--- src/rtl/dmem_arbiter.sv ---
// Two-port round-robin arbiter for the shared data-memory port.
// One transaction in flight: issue, memory acknowledge, response back to the owner; a watchdog traps a hung memory.
module dmem_arbiter #(
  parameter int addr_width_p     = 12,
  parameter int timeout_cycles_p = 64
) (
  input  logic                         clk,
  input  logic                         n_reset,
  input  logic [1:0]                   req_valid_i,
  input  logic [1:0][addr_width_p-1:0] req_addr_i,
  input  logic [1:0][31:0]             req_wdata_i,
  input  logic [1:0]                   req_wen_i,
  input  logic [1:0]                   req_byte_i,
  output logic [1:0]                   req_yumi_o,
  output logic [1:0]                   resp_valid_o,
  output logic [31:0]                  resp_data_o,
  input  logic [1:0]                   resp_yumi_i,
  output logic                         mem_valid_o,
  output logic [addr_width_p-1:0]      mem_addr_o,
  output logic [31:0]                  mem_wdata_o,
  output logic                         mem_wen_o,
  output logic                         mem_byte_o,
  input  logic                         mem_yumi_i,
  input  logic                         mem_rvalid_i,
  input  logic [31:0]                  mem_rdata_i,
  output logic                         mem_ryumi_o,
  output logic                         owner_o,
  output logic                         err_o
);

  localparam logic [1:0] DMEM_IDLE      = 2'd0;
  localparam logic [1:0] DMEM_REQ_SENT  = 2'd1;
  localparam logic [1:0] DMEM_REQ_ACKED = 2'd2;
  localparam logic [1:0] ERR            = 2'd3;
  localparam logic [7:0] TIMEOUT_C      = 8'(timeout_cycles_p);

  logic [1:0]              r_state;
  logic                    r_owner;
  logic                    r_last_grant;
  logic [addr_width_p-1:0] r_addr;
  logic [31:0]             r_wdata;
  logic                    r_wen;
  logic                    r_byte;
  logic [7:0]              r_wdog;

  logic [1:0]              w_state_nxt;
  logic [7:0]              w_wdog_nxt;
  logic [7:0]              w_wdog_inc;
  logic                    w_grant;
  logic                    w_take;

  assign w_wdog_inc = r_wdog + 8'd1;
  assign w_take     = (r_state == DMEM_IDLE) && (|req_valid_i);

  // Grant selection: a lone requester wins, a tie goes to the port not served last.
  always_comb begin
    w_grant = 1'b0;
    if (&req_valid_i) begin
      w_grant = ~r_last_grant;
    end else begin
      w_grant = req_valid_i[1];
    end
  end

  // Next-state and watchdog update.
  always_comb begin
    w_state_nxt = r_state;
    w_wdog_nxt  = r_wdog;
    case (r_state)
      DMEM_IDLE: begin
        if (|req_valid_i) begin
          w_state_nxt = DMEM_REQ_SENT;
        end else begin
          w_state_nxt = DMEM_IDLE;
        end
      end
      DMEM_REQ_SENT: begin
        if (mem_yumi_i) begin
          w_state_nxt = DMEM_REQ_ACKED;
          w_wdog_nxt  = 8'd0;
        end else begin
          w_state_nxt = DMEM_REQ_SENT;
        end
      end
      DMEM_REQ_ACKED: begin
        // Counter freezes while a response is presented so owner backpressure never times out.
        if (mem_rvalid_i) begin
          if (resp_yumi_i[r_owner]) begin
            w_state_nxt = DMEM_IDLE;
          end else begin
            w_state_nxt = DMEM_REQ_ACKED;
          end
        end else begin
          w_wdog_nxt = w_wdog_inc;
          if (w_wdog_inc == TIMEOUT_C) begin
            w_state_nxt = ERR;
          end else begin
            w_state_nxt = DMEM_REQ_ACKED;
          end
        end
      end
      ERR: begin
        w_state_nxt = ERR;
      end
      default: begin
        w_state_nxt = DMEM_IDLE;
      end
    endcase
  end

  // State, watchdog and latched command registers.
  always_ff @(posedge clk or negedge n_reset) begin
    if (!n_reset) begin
      r_state      <= DMEM_IDLE;
      r_wdog       <= 8'd0;
      r_owner      <= 1'b0;
      r_last_grant <= 1'b1;
      r_addr       <= '0;
      r_wdata      <= 32'd0;
      r_wen        <= 1'b0;
      r_byte       <= 1'b0;
    end else begin
      r_state <= w_state_nxt;
      r_wdog  <= w_wdog_nxt;
      if (w_take) begin
        r_owner      <= w_grant;
        r_last_grant <= w_grant;
        r_addr       <= req_addr_i[w_grant];
        r_wdata      <= req_wdata_i[w_grant];
        r_wen        <= req_wen_i[w_grant];
        r_byte       <= req_byte_i[w_grant];
      end
    end
  end

  // Handshake steering toward the owning port; everything quiet outside the active states.
  always_comb begin
    req_yumi_o   = 2'b00;
    resp_valid_o = 2'b00;
    resp_data_o  = 32'd0;
    mem_ryumi_o  = 1'b0;
    case (r_state)
      DMEM_REQ_SENT: begin
        req_yumi_o[r_owner] = mem_yumi_i;
      end
      DMEM_REQ_ACKED: begin
        resp_valid_o[r_owner] = mem_rvalid_i;
        resp_data_o           = mem_rdata_i;
        mem_ryumi_o           = resp_yumi_i[r_owner];
      end
      default: begin
        req_yumi_o   = 2'b00;
        resp_valid_o = 2'b00;
        resp_data_o  = 32'd0;
        mem_ryumi_o  = 1'b0;
      end
    endcase
  end

  assign mem_valid_o = (r_state == DMEM_REQ_SENT);
  assign mem_addr_o  = r_addr;
  assign mem_wdata_o = r_wdata;
  assign mem_wen_o   = r_wen;
  assign mem_byte_o  = r_byte;
  assign owner_o     = r_owner;
  assign err_o       = (r_state == ERR);

endmodule

--- config.mk ---
export PLATFORM = sky130hd
export DESIGN_NAME = dmem_arbiter
export DESIGN_NICKNAME = d
export VERILOG_FILES = /design/src/rtl/dmem_arbiter.sv
export SDC_FILE = /design/constraint.sdc
export NUM_CORES = 1
export LEC_CHECK = 0
export CAP_MARGIN = 10
export CORE_MARGIN = 2
export CORE_UTILIZATION = 35
export CTS_CLUSTER_SIZE = 25
export DETAILED_ROUTE_END_ITERATION = 12
export PLACE_DENSITY_LB_ADDON = 0.05
export SYNTH_ARGS = -nofsm -noshare
export SYNTH_HDL_FRONTEND = slang
export SYNTH_SLANG_ARGS = --single-unit
--- constraint.sdc ---
create_clock -name clk -period 2.2 [get_ports clk]
set_clock_uncertainty 0.1 [all_clocks]
set_input_delay 0.66 -clock clk [delete_from_list [all_inputs] [get_ports clk]]
set_output_delay 0.66 -clock clk [all_outputs]
set_load 0.01 [all_outputs]
# Yosys cells after proc, flatten, opt, wreduce, memory -nomap -nowiden
# Index checks and enable logic that the tools add are counted.
[word_totals]
word_cells = 54
register_bits = 58
input_bits = 132
out_inout_bits = 86
[classes]
n_lt_le_gt_ge = 3
eq_ne = 6
add_sub_neg = 1
bitwise_logic = 3
n_mux = 26
n_reduce_logical = 7
[ops]
columns = ["operator", "count"]
rows = [
  ["two-way mux 32 bit", 3],
  ["two-way mux 12 bit", 2],
  ["two-way mux 8 bit", 2],
  ["one-hot mux 8 bit (2 select lines)", 1],
  ["two-way mux 1 bit", 11],
  ["two-way mux 2 bit", 5],
  ["adder 8 x 1 -> 8 bit, second input constant", 1],
  ["equality test 8 x 7 -> 1 bit, second input constant", 1],
  ["one-hot mux 2 bit (4 select lines)", 1],
  ["bitwise AND 2 bit", 2],
  ["equality test 2 bit, second input constant", 2],
  ["< comparator 1 x 2 -> 1 bit, second input constant", 2],
  ["AND reduction 3 bit", 1],
  ["equality test 2 x 1 -> 1 bit, second input constant", 1],
  ["logical AND 1 bit", 2],
  ["zero test 2 bit", 1],
  ["inequality test 2 x 1 -> 1 bit, second input constant", 1],
  ["inequality test 2 bit, second input constant", 1],
  ["AND reduction 2 bit", 1],
  ["nonzero test 2 bit", 1],
  ["OR reduction 2 bit", 1],
  ["demux 1 bit (select 1 bit)", 1],
  [">= comparator 1 bit, second input constant", 1],
  ["inverter 1 bit", 1],
]

# Logic depth before layout (Yosys ltp)
[logic_depth]
depth_word = 6
mapped_depth = 7
ltp_nobuf = 6

# Worst setup path after synthesis
# No wires, ideal clock.
[synth_path]
path_kind = "reg2out"
from = "register r_state[0]"
to = "output resp_data_o[10]"
required_ns = 1.440
n_path_buf = 2
path_stages_with_launch = 6
setup_slack_ns = 0.280
arrival_time_ns = 1.160
cell_sequence = "dfrtp_1 inv_1 ha_1 buf_2 clkbuf_1 and2_1"
[synth_between]
elab_chain_cells = 2
[synth_rtl]
columns = ["item", "line", "rtl"]
rows = [
  ["from (decl)", "37", "logic [1:0] r_state;"],
  ["from (signal assigned)", "123", "r_state <= w_state_nxt;"],
  ["equality test 2 bit", "142", "case (r_state)"],
  ["two-way mux 32 bit", "142", ""],
  ["to (decl)", "16", "output logic [31:0] resp_data_o,"],
]
# No other way between the ends.

# Final worst setup path
[layout_path]
from = "register r_state[0]"
to = "output resp_data_o[12]"
# The elaborated chain is that of the path after synthesis.

==> results by stage <==
Global route:
- The leftover overflow at the end of global routing is 0.
- The number of global-route vias before repair is 3363.
- The first global-routing pass estimated 16190 um of wire.
- The maximum number of pins on one net before global-route repair is 55.
- The number of antenna violations at the first check in global routing is 0.
- For this run, the total global-route usage over all layers was measured as 0.2117.

Timing:
- The time the worst path needs with I/O delays and setup is 2.167 ns.
- Setup repair after global routing could not meet its margin everywhere.
- The tightest hold path in the finished design has a slack of 0.2446 ns.
- At the pin with the least slew margin, the transition time is 0.4003 ns.
- The hold violation count in the final report is 0.
- Setup slack on the critical path of the routed design comes to 0.03270 ns.
- The final sum of negative setup slack is 0 ns.
- The final-report max-slew violation count is 0.
- The timing-limited maximum frequency is 461.4 MHz.
- Of the available clock period, the critical path in the final layout requires 0.9851.
- The setup violation total in the final timing report is 0.
- The relative slew slack is 0.7331.

Floorplanning:
- For this configuration, the core starts out at a cell density of 0.3591.
- The die is 98.37 um wide.
- 218 I/O pins were placed.
- The floorplan step set the die height to 98.37 um.
- The core area is 8678 sq um.
- The floorplan has 34 rows.
- The floorplan step defined a die boundary enclosing 9676 sq um.

Yosys:
- In this run the mean area of a mapped cell was 9.502 sq um.
- Sorting the synthesized cells by area gives the leading types as dfrtp_1, mux2i_1, o21ai_0.
- Counting distinct cell types in the post-synthesis netlist gives 38.
- Synthesis handed over a netlist of 328 instances.
- The count of state elements after synthesis is 58.
- Counting flops with a built-in enable in the synthesized netlist gives 0.
- For this run, the number of Yosys warnings is 0.
- The cell accounting for the most synthesized area is dfrtp_1.
- After synthesis, the share of flip-flops with an asynchronous set or reset is 1.000.
- Of the post-synthesis cell area, the dominant cell type holds 0.4576.
- For this run, the leading register cell type out of synthesis is dfrtp_1.
- The synthesized net count is 467.
- The mapped netlist covers 3117 sq um.
- The share of synthesized area occupied by flip-flops and latches is 0.4661.

CTS:
- TritonCTS created 9 clock buffers.
- After clock tree synthesis, the flow added hold-fix buffers numbering 0.
- The maximum clock insertion buffer count is 2.
- The clock latency reported for the late side of the worst-skew pair is 0.32 ns.
- The library cell used as clock root buffer is clkbuf_8.
- After clock tree synthesis, the clock-pin slew on the worst setup and hold paths is 0.07 ns.
- CTS saw 58 sinks.
- TritonCTS built the clock tree.
- The clock tree synthesis step divided the H-tree into 3 levels.

Worst hold path:
- The min-delay analysis places its worst path in the category in2async.

Detailed routing:
- For this run, design rule violations remaining after detail routing come to 0.
- The detail route stage leaves a number of antenna-violating nets equal to 0.
- The routed design uses 769 um of met3 wire.
- The first-pass iteration count of the detailed router is 4.
- In this run, the number of DRC markers left after iteration 0 of detailed routing was 67.
- The via count is 3238.
- The wire length on met1 is 3858 um.
- The average via count per standard cell is 4.790.
- Dividing the detail-routed wire length by the instance count gives 14.54 um.
- Detailed routing placed a total of 5063 um of wire on met2.
- The aggregate routed wire length is 9831 um.
- The highest metal layer used by the detailed router is met4.

Placement:
- The number of input and output port buffers inserted is 217.
- The pre-CTS worst setup slack is -0.5165 ns.
- The HPWL after detailed placement is 7871 um.
- At the end of routability-driven placement, the weighted congestion stood at 0.8136.

Pwr:
- The internal power of the cells totals 3.872 mW.
- Power spread over the standard cell area amounts to 1031 nW/um^2.
- Of the total power, the share spent switching nets is 0.3476.
- The net load switching power is 2.063 mW.
- The leakage dissipation is 2.619 nW.
- The largest voltage drop on the vdd net is 0.4530 mV.
- The combinational power share is 0.531.
- The share of total power dissipated in sequential elements is 0.300.
- The share of total power dissipated in the clock network is 0.169.

Outcome:
- The run finished with clean final reports.

Worst setup path:
- The worst register-to-register path has a depth of 8.
- Data on the critical path arrives at its endpoint at 1.41 ns.
- The worst setup path is of the reg2out kind.
- The type of destination of the critical path is a primary output.
- The category of the worst setup path launch point is a flip-flop.
- The maximum fanout along the worst path is 17.
- Data on the critical path is required at its endpoint by 1.44 ns.

Final layout:
- The count of fill cells added during filler insertion is 756.
- The fraction of the core area covered by cells at the end of the flow is 0.6632.
- The number of antenna diodes in the final layout is 0.
- The layout-stage area growth over the synthesis result is 84.66%.
- Of the cells placed in the final design, the portion with a size suffix greater than 1 is 0.1708.
- The final-stage net count is 703.

Job:
- The max-cap violation count is 0.
-- critical path, stage by stage, from the launching register on --
cell	delay (ns)
dfrtp_1	0.40
inv_2	0.08
ha_4	0.20
buf_12	0.14
and2_1	0.13
buf_2	0.13
-- flip-flops by register name (all words and copies together), names as in the netlist --
name          count
r_last_grant      1
mem_wen_o         1
mem_addr_o       12
mem_wdata_o      32
r_wdog            8
owner_o           1
r_state           2
mem_byte_o        1
-- logic make-up after synthesis --
group / synth area share
compound gates: 0.1216
xor+xnor: 0.002811
fa+ha+maj: 0.02810
buf+inv: 0.03773
flops: 0.4661
mux: 0.1546
simple gates: 0.1891
-- Yosys cell counts, drive strengths merged, types with 2 or more instances --
cell	n
dfrtp	57
nand3	7
a21oi	4
a22o	2
o21ai	54
o31ai	4
and2	34
or3	2
nor2	5
ha	7
clkbuf	11
nand2b	2
mux2i	47
and3	3
nor4	2
nor2b	2
buf	9
nand2	57
inv	6
-- cell type report --
type | instances | area (sq um) | share of cell area
Clock inverter | 2 | 35.03 | 0.006087
Clock buffer | 13 | 168.9 | 0.02935
Timing Repair Buffer | 245 | 2323 | 0.4037
Multi-Input combinational cell | 244 | 1618 | 0.2811
Tap cell | 108 | 135.1 | 0.02348
Inverter | 6 | 22.52 | 0.003913
Sequential cell | 58 | 1453 | 0.2524
-- what timing repair did --
action	CTS	global route
gates cloned	1	0
pin swaps	1	0
resized for setup	163	18
setup buffers	2	0
endpoints found under the setup margin	39	38
-- power groups by stage --
stage	clock (mW)	combinational, mW	sequential, mW
2_1_floorplan	0	1.09	1.99
4_1_cts	1.03	3.18	1.79
3_5_place_dp	0	3.18	1.80
6_report	1.00	3.15	1.78
3_3_place_gp	0	3.13	1.78
5_1_grt	1.08	3.46	1.85
-- per-layer routing --
layer  vias to the layer above  global-route usage
met1                      1476              0.2486
li1                       1595                   -
met2                       157              0.3726
met5                         -                   0
met4                         0             0.06849
met3                        10             0.06084
-- final timing paths --
path	startpoint	to	slack (ns)
worst max-delay path	r_state[0]	resp_data_o[12]	0.03
worst min-delay path	n_reset	mem_addr_o[9]	0.24
worst max register to register	r_state[0]	r_wdog[7]	0.18
worst min register to register	mem_wdata_o[3]	mem_wdata_o[3]	0.37
max in group asynchronous	n_reset	mem_wen_o	1.44
min in group clk	mem_wdata_o[3]	mem_wdata_o[3]	0.37
-- placed cells by master (no fill, tap or decap), types with 2 or more instances in the layout --
| cell type | netlist | final |
|---|---|---|
| nand2_1 | 56 | 55 |
| mux2i_1 | 47 | 47 |
| o21ai_0 | 45 | 44 |
| buf_6 | 0 | 8 |
| nand3_1 | 7 | 7 |
| ha_4 | 0 | 2 |
| and2_4 | 0 | 3 |
| clkdlybuf4s50_1 | 0 | 172 |
| buf_4 | 4 | 22 |
| nor2b_1 | 2 | 2 |
| inv_1 | 6 | 5 |
| buf_12 | 0 | 5 |
| clkbuf_8 | 0 | 12 |
| a21oi_1 | 4 | 4 |
| and2_1 | 33 | 30 |
| or3_1 | 2 | 2 |
| nand2b_1 | 2 | 2 |
| nor4_1 | 2 | 2 |
| a22o_1 | 2 | 2 |
| o21ai_1 | 9 | 9 |
| ha_1 | 7 | 5 |
| dlygate4sd2_1 | 0 | 4 |
| nor2_1 | 5 | 5 |
| o31ai_1 | 4 | 4 |
| dfrtp_1 | 57 | 57 |
| buf_2 | 4 | 29 |
-- per-stage QoR --
step | power [mW] | cell area [sq um] | instances
after CTS | 5.998 | 5693 | 676
after global placement | 4.903 | 5597 | 658
after global routing | 6.390 | 5756 | 676
final | 5.935 | 5756 | 676
after floorplan | 3.079 | 3117 | 328
after detailed placement | 4.977 | 5597 | 658
Note: power is estimated with default switching activity, not from simulation.
